### src/rtl/dram_arbiter_if.sv
// Client and controller signal bundle for the video/CPU DRAM arbiter.
// The arbiter sits on the slave side; clients and controller on the master side.
interface dram_arbiter_if;
  logic        vid_req;
  logic [20:0] vid_addr;
  logic        vid_ack;

  logic        cpu_req;
  logic [20:0] cpu_addr;
  logic        cpu_rnw;
  logic [15:0] cpu_wrdata;
  logic [1:0]  cpu_bsel;
  logic        cpu_ack;

  logic [15:0] rddata;
  logic        vid_strb;
  logic        cpu_strb;

  logic        req;
  logic [20:0] addr;
  logic        rnw;
  logic [1:0]  bsel;
  logic [15:0] wrdata;

  modport slave (
    input  vid_req, vid_addr,
    input  cpu_req, cpu_addr, cpu_rnw,
    input  cpu_wrdata, cpu_bsel,
    output vid_ack, cpu_ack,
    output rddata, vid_strb, cpu_strb,
    output req, addr, rnw, bsel, wrdata
  );

  modport master (
    output vid_req, vid_addr,
    output cpu_req, cpu_addr, cpu_rnw,
    output cpu_wrdata, cpu_bsel,
    input  vid_ack, cpu_ack,
    input  rddata, vid_strb, cpu_strb,
    input  req, addr, rnw, bsel, wrdata
  );
endinterface

### src/rtl/dram_arbiter.sv
// Two-client DRAM arbiter: video has priority, the CPU wins after
// CPU_MAXWAIT denied slots. One DRAM cycle spans the c0..c3 phases.
module dram_arbiter #(
  parameter int CPU_MAXWAIT = 3
) (
  input  logic        clk,
  input  logic        rst,
  input  logic        c0,
  input  logic        c1,
  input  logic        c2,
  input  logic        c3,
  input  logic [15:0] dram_rd,
  dram_arbiter_if.slave bus
);

  localparam logic [3:0] MAXW = 4'(CPU_MAXWAIT);

  logic [3:0] wait_cnt;
  logic       pend_vid;
  logic       pend_cpu;
  logic       grant_cpu;
  logic       grant_vid;

  // c0/c1 only exist to keep the phase ring complete at the port
  logic unused_phase;
  assign unused_phase = c0 | c1;

  always_comb begin
    grant_cpu = 1'b0;
    grant_vid = 1'b0;
    if (c3 && !rst) begin
      if (bus.cpu_req &&
          (wait_cnt == MAXW || !bus.vid_req))
        grant_cpu = 1'b1;
      else if (bus.vid_req)
        grant_vid = 1'b1;
    end
  end

  always_comb begin
    bus.req  = 1'b0;
    bus.addr = '0;
    bus.rnw  = 1'b1;
    bus.bsel = 2'b11;
    unique case (1'b1)
      grant_cpu: begin
        bus.req  = 1'b1;
        bus.addr = bus.cpu_addr;
        bus.rnw  = bus.cpu_rnw;
        bus.bsel = bus.cpu_bsel;
      end
      grant_vid: begin
        bus.req  = 1'b1;
        bus.addr = bus.vid_addr;
      end
      default: ;
    endcase
  end

  always_ff @(posedge clk) begin
    if (rst) begin
      wait_cnt     <= '0;
      pend_vid     <= 1'b0;
      pend_cpu     <= 1'b0;
      bus.vid_ack  <= 1'b0;
      bus.cpu_ack  <= 1'b0;
      bus.vid_strb <= 1'b0;
      bus.cpu_strb <= 1'b0;
      bus.rddata   <= '0;
      bus.wrdata   <= '0;
    end else begin
      bus.vid_ack  <= grant_vid;
      bus.cpu_ack  <= grant_cpu;
      bus.vid_strb <= 1'b0;
      bus.cpu_strb <= 1'b0;
      if (grant_cpu && !bus.cpu_rnw)
        bus.wrdata <= bus.cpu_wrdata;
      if (c3) begin
        if (grant_cpu || !bus.cpu_req)
          wait_cnt <= '0;
        else if (grant_vid && wait_cnt != MAXW)
          wait_cnt <= wait_cnt + 4'd1;
        pend_vid <= grant_vid;
        pend_cpu <= grant_cpu && bus.cpu_rnw;
      end else if (c2) begin
        // read data is on the pins at c2 of the cycle after the grant
        if (pend_vid || pend_cpu)
          bus.rddata <= dram_rd;
        bus.vid_strb <= pend_vid;
        bus.cpu_strb <= pend_cpu;
        pend_vid     <= 1'b0;
        pend_cpu     <= 1'b0;
      end
    end
  end

endmodule
### src/flat_wrapper.sv
// flat-port wrapper written by rule: the top's interface ports become plain ports
module dram_arbiter_flat 
#(
  parameter int CPU_MAXWAIT = 3
)
  (clk, rst, c0, c1, c2, c3, dram_rd, bus_vid_req, bus_vid_addr, bus_cpu_req, bus_cpu_addr, bus_cpu_rnw, bus_cpu_wrdata, bus_cpu_bsel, bus_vid_ack, bus_cpu_ack, bus_rddata, bus_vid_strb, bus_cpu_strb, bus_req, bus_addr, bus_rnw, bus_bsel, bus_wrdata);
  dram_arbiter_if bus_i ();
  input  logic clk;
  input  logic rst;
  input  logic c0;
  input  logic c1;
  input  logic c2;
  input  logic c3;
  input  logic [15:0] dram_rd;
  input wire logic [$bits(bus_i.vid_req)-1:0] bus_vid_req;
  input wire logic [$bits(bus_i.vid_addr)-1:0] bus_vid_addr;
  input wire logic [$bits(bus_i.cpu_req)-1:0] bus_cpu_req;
  input wire logic [$bits(bus_i.cpu_addr)-1:0] bus_cpu_addr;
  input wire logic [$bits(bus_i.cpu_rnw)-1:0] bus_cpu_rnw;
  input wire logic [$bits(bus_i.cpu_wrdata)-1:0] bus_cpu_wrdata;
  input wire logic [$bits(bus_i.cpu_bsel)-1:0] bus_cpu_bsel;
  output wire logic [$bits(bus_i.vid_ack)-1:0] bus_vid_ack;
  output wire logic [$bits(bus_i.cpu_ack)-1:0] bus_cpu_ack;
  output wire logic [$bits(bus_i.rddata)-1:0] bus_rddata;
  output wire logic [$bits(bus_i.vid_strb)-1:0] bus_vid_strb;
  output wire logic [$bits(bus_i.cpu_strb)-1:0] bus_cpu_strb;
  output wire logic [$bits(bus_i.req)-1:0] bus_req;
  output wire logic [$bits(bus_i.addr)-1:0] bus_addr;
  output wire logic [$bits(bus_i.rnw)-1:0] bus_rnw;
  output wire logic [$bits(bus_i.bsel)-1:0] bus_bsel;
  output wire logic [$bits(bus_i.wrdata)-1:0] bus_wrdata;
  assign bus_i.vid_req = bus_vid_req;
  assign bus_i.vid_addr = bus_vid_addr;
  assign bus_i.cpu_req = bus_cpu_req;
  assign bus_i.cpu_addr = bus_cpu_addr;
  assign bus_i.cpu_rnw = bus_cpu_rnw;
  assign bus_i.cpu_wrdata = bus_cpu_wrdata;
  assign bus_i.cpu_bsel = bus_cpu_bsel;
  assign bus_vid_ack = bus_i.vid_ack;
  assign bus_cpu_ack = bus_i.cpu_ack;
  assign bus_rddata = bus_i.rddata;
  assign bus_vid_strb = bus_i.vid_strb;
  assign bus_cpu_strb = bus_i.cpu_strb;
  assign bus_req = bus_i.req;
  assign bus_addr = bus_i.addr;
  assign bus_rnw = bus_i.rnw;
  assign bus_bsel = bus_i.bsel;
  assign bus_wrdata = bus_i.wrdata;
  dram_arbiter #(.CPU_MAXWAIT(CPU_MAXWAIT)) u_core (.clk(clk), .rst(rst), .c0(c0), .c1(c1), .c2(c2), .c3(c3), .dram_rd(dram_rd), .bus(bus_i));
endmodule
### config.mk
export PLATFORM = sky130hd
export DESIGN_NAME = dram_arbiter_flat
export DESIGN_NICKNAME = d
export VERILOG_FILES = /design/src/rtl/dram_arbiter_if.sv /design/src/rtl/dram_arbiter.sv /design/src/flat_wrapper.sv
export SDC_FILE = /design/constraint.sdc
export NUM_CORES = 1
export LEC_CHECK = 0
export CAP_MARGIN = 25
export CORE_MARGIN = 5
export CORE_UTILIZATION = 33
export DETAILED_ROUTE_END_ITERATION = 12
export GPL_ROUTABILITY_DRIVEN = 0
export PLACE_DENSITY = 0.77
export SKIP_CTS_REPAIR_TIMING = 1
export SYNTH_ARGS = -nofsm -noshare
export SYNTH_HDL_FRONTEND = slang
export SYNTH_SLANG_ARGS = --single-unit
### constraint.sdc
create_clock -name clk -period 1.6 [get_ports clk]
set_input_delay 0.32 -clock clk [delete_from_list [all_inputs] [get_ports clk]]
set_output_delay 0.32 -clock clk [all_outputs]
set_load 0.01 [all_outputs]
==> results.md <==
- Status: finished, violations left
- Failing checks: setup timing
- ANT nets after route: 0
- WHS Endpoint: u_core.bus.wrdata[8]
- I/O pins: 146
- Crit path DAT: 1680 ps
- Global route overflow: 0
- DIE AREA: 8513 um2
- Core area: 6681 um2
- Antenna cell count: 0
- Synth top area share: 37.65%
- Total Wirelength: 7516 um
- Count leader, synth: dfxtp_1
- DRT iter0 DRCs: 78
- TritonCTS clock tree: done
- Crit-path slowest cell: dfxtp_2
- Pin count of the biggest net entering global routing: 59
- Crit path capture type: primary output
- WHS Path Cells: 2
- Row count: 30
- First-pass GRT wire length: 11,900 um
- P_leak: 1.467 nW
- Worst Setup Path Type: register to primary output
- Gr usage total: 16.97%
- Final setup violation count: 41
- Vias/cell: 5.117
- Syn Area/Cell: 8.121 um2
- Syn nets: 361
- DR pass1 iterations: 4
- Port buffer count: 143
- Final period util: 124.9%
- Main synth FF type: dfxtp_1
- Crit-path most repeated cell: buf_6
- Synth Warn #: 0
- Type of origin of the critical path: register
- Reg2Reg Launch Point: u_core.wait_cnt[0]
- Die Width: 92.27 um
- Final hold viol count: 0
- Final Skew: 4.819 ps
- Clock-pin transition on the worst setup and hold timing paths: 80 ps
- DR WL/cell: 14.62 um
- Synth async-reset ratio: 0%
- Area Overhead vs Synth: 82.52%
- FF-to-FF End: u_core.bus.wrdata[15]
- Final hold slack: 477.5 ps
- Final Util: 61.01%
- Die H: 92.27 um
- Post-Synthesis Cells: 275
- Sequential cell area fraction in the yosys report: 37.65%
- Fmax: 0.5002 GHz
- Vias in the first global route: 2,597
- Pwr dens: 604.1 nW/um2
- Crit path max fanout: 5
- CP cell instances: ha_4 > nor3b_4 > buf_6 > buf_6 > o211ai_1 > a21oi_1 > buf_2
- CTS max path bufs: 2
- Cell Area, Synth: 2233 um2
- RSZ-0062 raised after global routing: true
- Slew @ Worst Pin: 523.6 ps
- Final worst setup slack: -399.0 ps
- CTS buffer count: 5
- Post-synth EDFFs: 0
- Synth area leader: dfxtp_1
- Distinct cells, synth: 34
- Clock Sinks: 42
- Commonest cells in the netlist: 42 x dfxtp_1, 39 x a21oi_1, 39 x nand3_1, 35 x nand2b_1, 26 x clkbuf_1
- Slew Limit Fails: 0
- CTS HTree Levels: 2
- Synth area leaders: dfxtp_1 38%, nand2b_1 9.8%, a21oi_1 8.7%
- Max stage delay on crit path: 360 ps
- Root Buffer: clkbuf_8
- Latest clock arrival within the worst-skew pair: 290 ps
- Reg2Reg Setup Slack: -20 ps
- Worst hold start: u_core.bus.wrdata[8]
- Worst min-delay path category: register to register
- Worst-case reg-to-reg path depth: 6
- Max-slew headroom: 65.05%
- Layout net count: 519
- Max-Cap Viols: 0
- VDD IR max: 265.7 uV
- Initial antenna violation count: 0
- Initial core utilization: 33.43%
- Share of cells above drive strength 1: 23.04%
- Seq cells post-synth: 42
- Vias: 2,630
- Drt drc: 0
- Critical path required time: 1280 ps
- DP HPWL: 5877 um
- Final worst path period need: 1999 ps
where the power goes:
group / switching, W / internal, W
Sequential: 0.0000111 / 0.00107
Combinational: 0.000225 / 0.000338
Clock: 0.000358 / 0.000465
per-stage QoR:
step	setup TNS, ps	setup WS [ps]	power (W)	cells	cell area [um2]
3_5_place_dp	-23530	-696.9	0.001680	502	4023
3_3_place_gp	-22580	-683.7	0.001676	502	4023
5_1_grt	-12600	-495.7	0.002584	514	4076
6_report	-9306	-399.0	0.002463	514	4076
4_1_cts	-22090	-904.9	0.002509	510	4133
2_1_floorplan	-64.20	-3.871	0.001312	275	2322
placed cells by master (no fill, tap or decap), drive strengths merged, types with 2 or more instances in the layout:
cell           Yosys  layout
clkdlybuf4s50      0     118
buf                3      55
dfxtp             42      42
a21oi             40      40
nand3             39      39
nand2b            35      35
o211ai            21      21
o21ai             17      17
mux2i             16      16
clkbuf            26      13
nor2               6       6
nand2              4       4
inv                3       3
or3                3       3
nor3b              3       3
or3b               3       3
nand3b             2       2
critical path: cells and delay by family (launching register included):
kind / cells / cell delay, ps
buffers and inverters: 3 / 410
flip-flops: 1 / 360
AO/OA/AOI/OAI: 2 / 290
AND/OR/NAND/NOR: 1 / 180
adder cells (fa/ha/maj): 1 / 150
final cells by class:
cell class | instances | area [um2]
Timing Repair Buffer | 180 | 1657
Sequential cell | 42 | 843.3
Inverter | 3 | 11.26
Clock inverter | 2 | 37.54
Multi-Input combinational cell | 201 | 1355
Fill cell | 600 | 2605
Clock buffer | 6 | 72.57
Tap cell | 80 | 100.1
worst max path at each step:
stage	start	end	slack, ps	cells after the start
global route	u_core.wait_cnt[0]	bus_addr[0]	-500	7
finish	u_core.wait_cnt[0]	bus_addr[0]	-400	7
global placement	bus_cpu_req	bus_bsel[1]	-680	5
floorplan	bus_cpu_req	bus_addr[10]	-4	5
CTS	u_core.wait_cnt[0]	bus_addr[0]	-900	6
detailed placement	bus_cpu_req	bus_bsel[0]	-700	5
kinds of logic (layout without fill, tap and decap cells):
group                    Yosys count  in the layout  synth area share, %
AND/OR/NAND/NOR                   99             99                25.60
AO/OA/AOI/OAI                     84             84                22.47
flip-flops                        42             42                37.65
buffers and inverters             32            191                6.162
multiplexers                      16             16                7.171
adder cells (fa/ha/maj)            1              1               0.5601
XOR/XNOR                           1              1               0.3922
registers in the layout, indices dropped and copies added, names as in the netlist:
register,flops
u_core.bus.cpu_ack,1
u_core.bus.cpu_strb,1
u_core.bus.rddata,16
u_core.bus.vid_ack,1
u_core.bus.vid_strb,1
u_core.bus.wrdata,16
u_core.pend_cpu,1
u_core.pend_vid,1
u_core.wait_cnt,4
per-layer routing:
layer | GRT usage [%] | routed length, um | up-vias
li1 | - | - | 1300
met1 | 18.70 | 3071 | 1190
met2 | 29.56 | 3530 | 128
met3 | 6.399 | 775 | 12
met4 | 6.312 | 139 | 0
met5 | 0 | 0 | -
(Power assumes the default switching activity.)
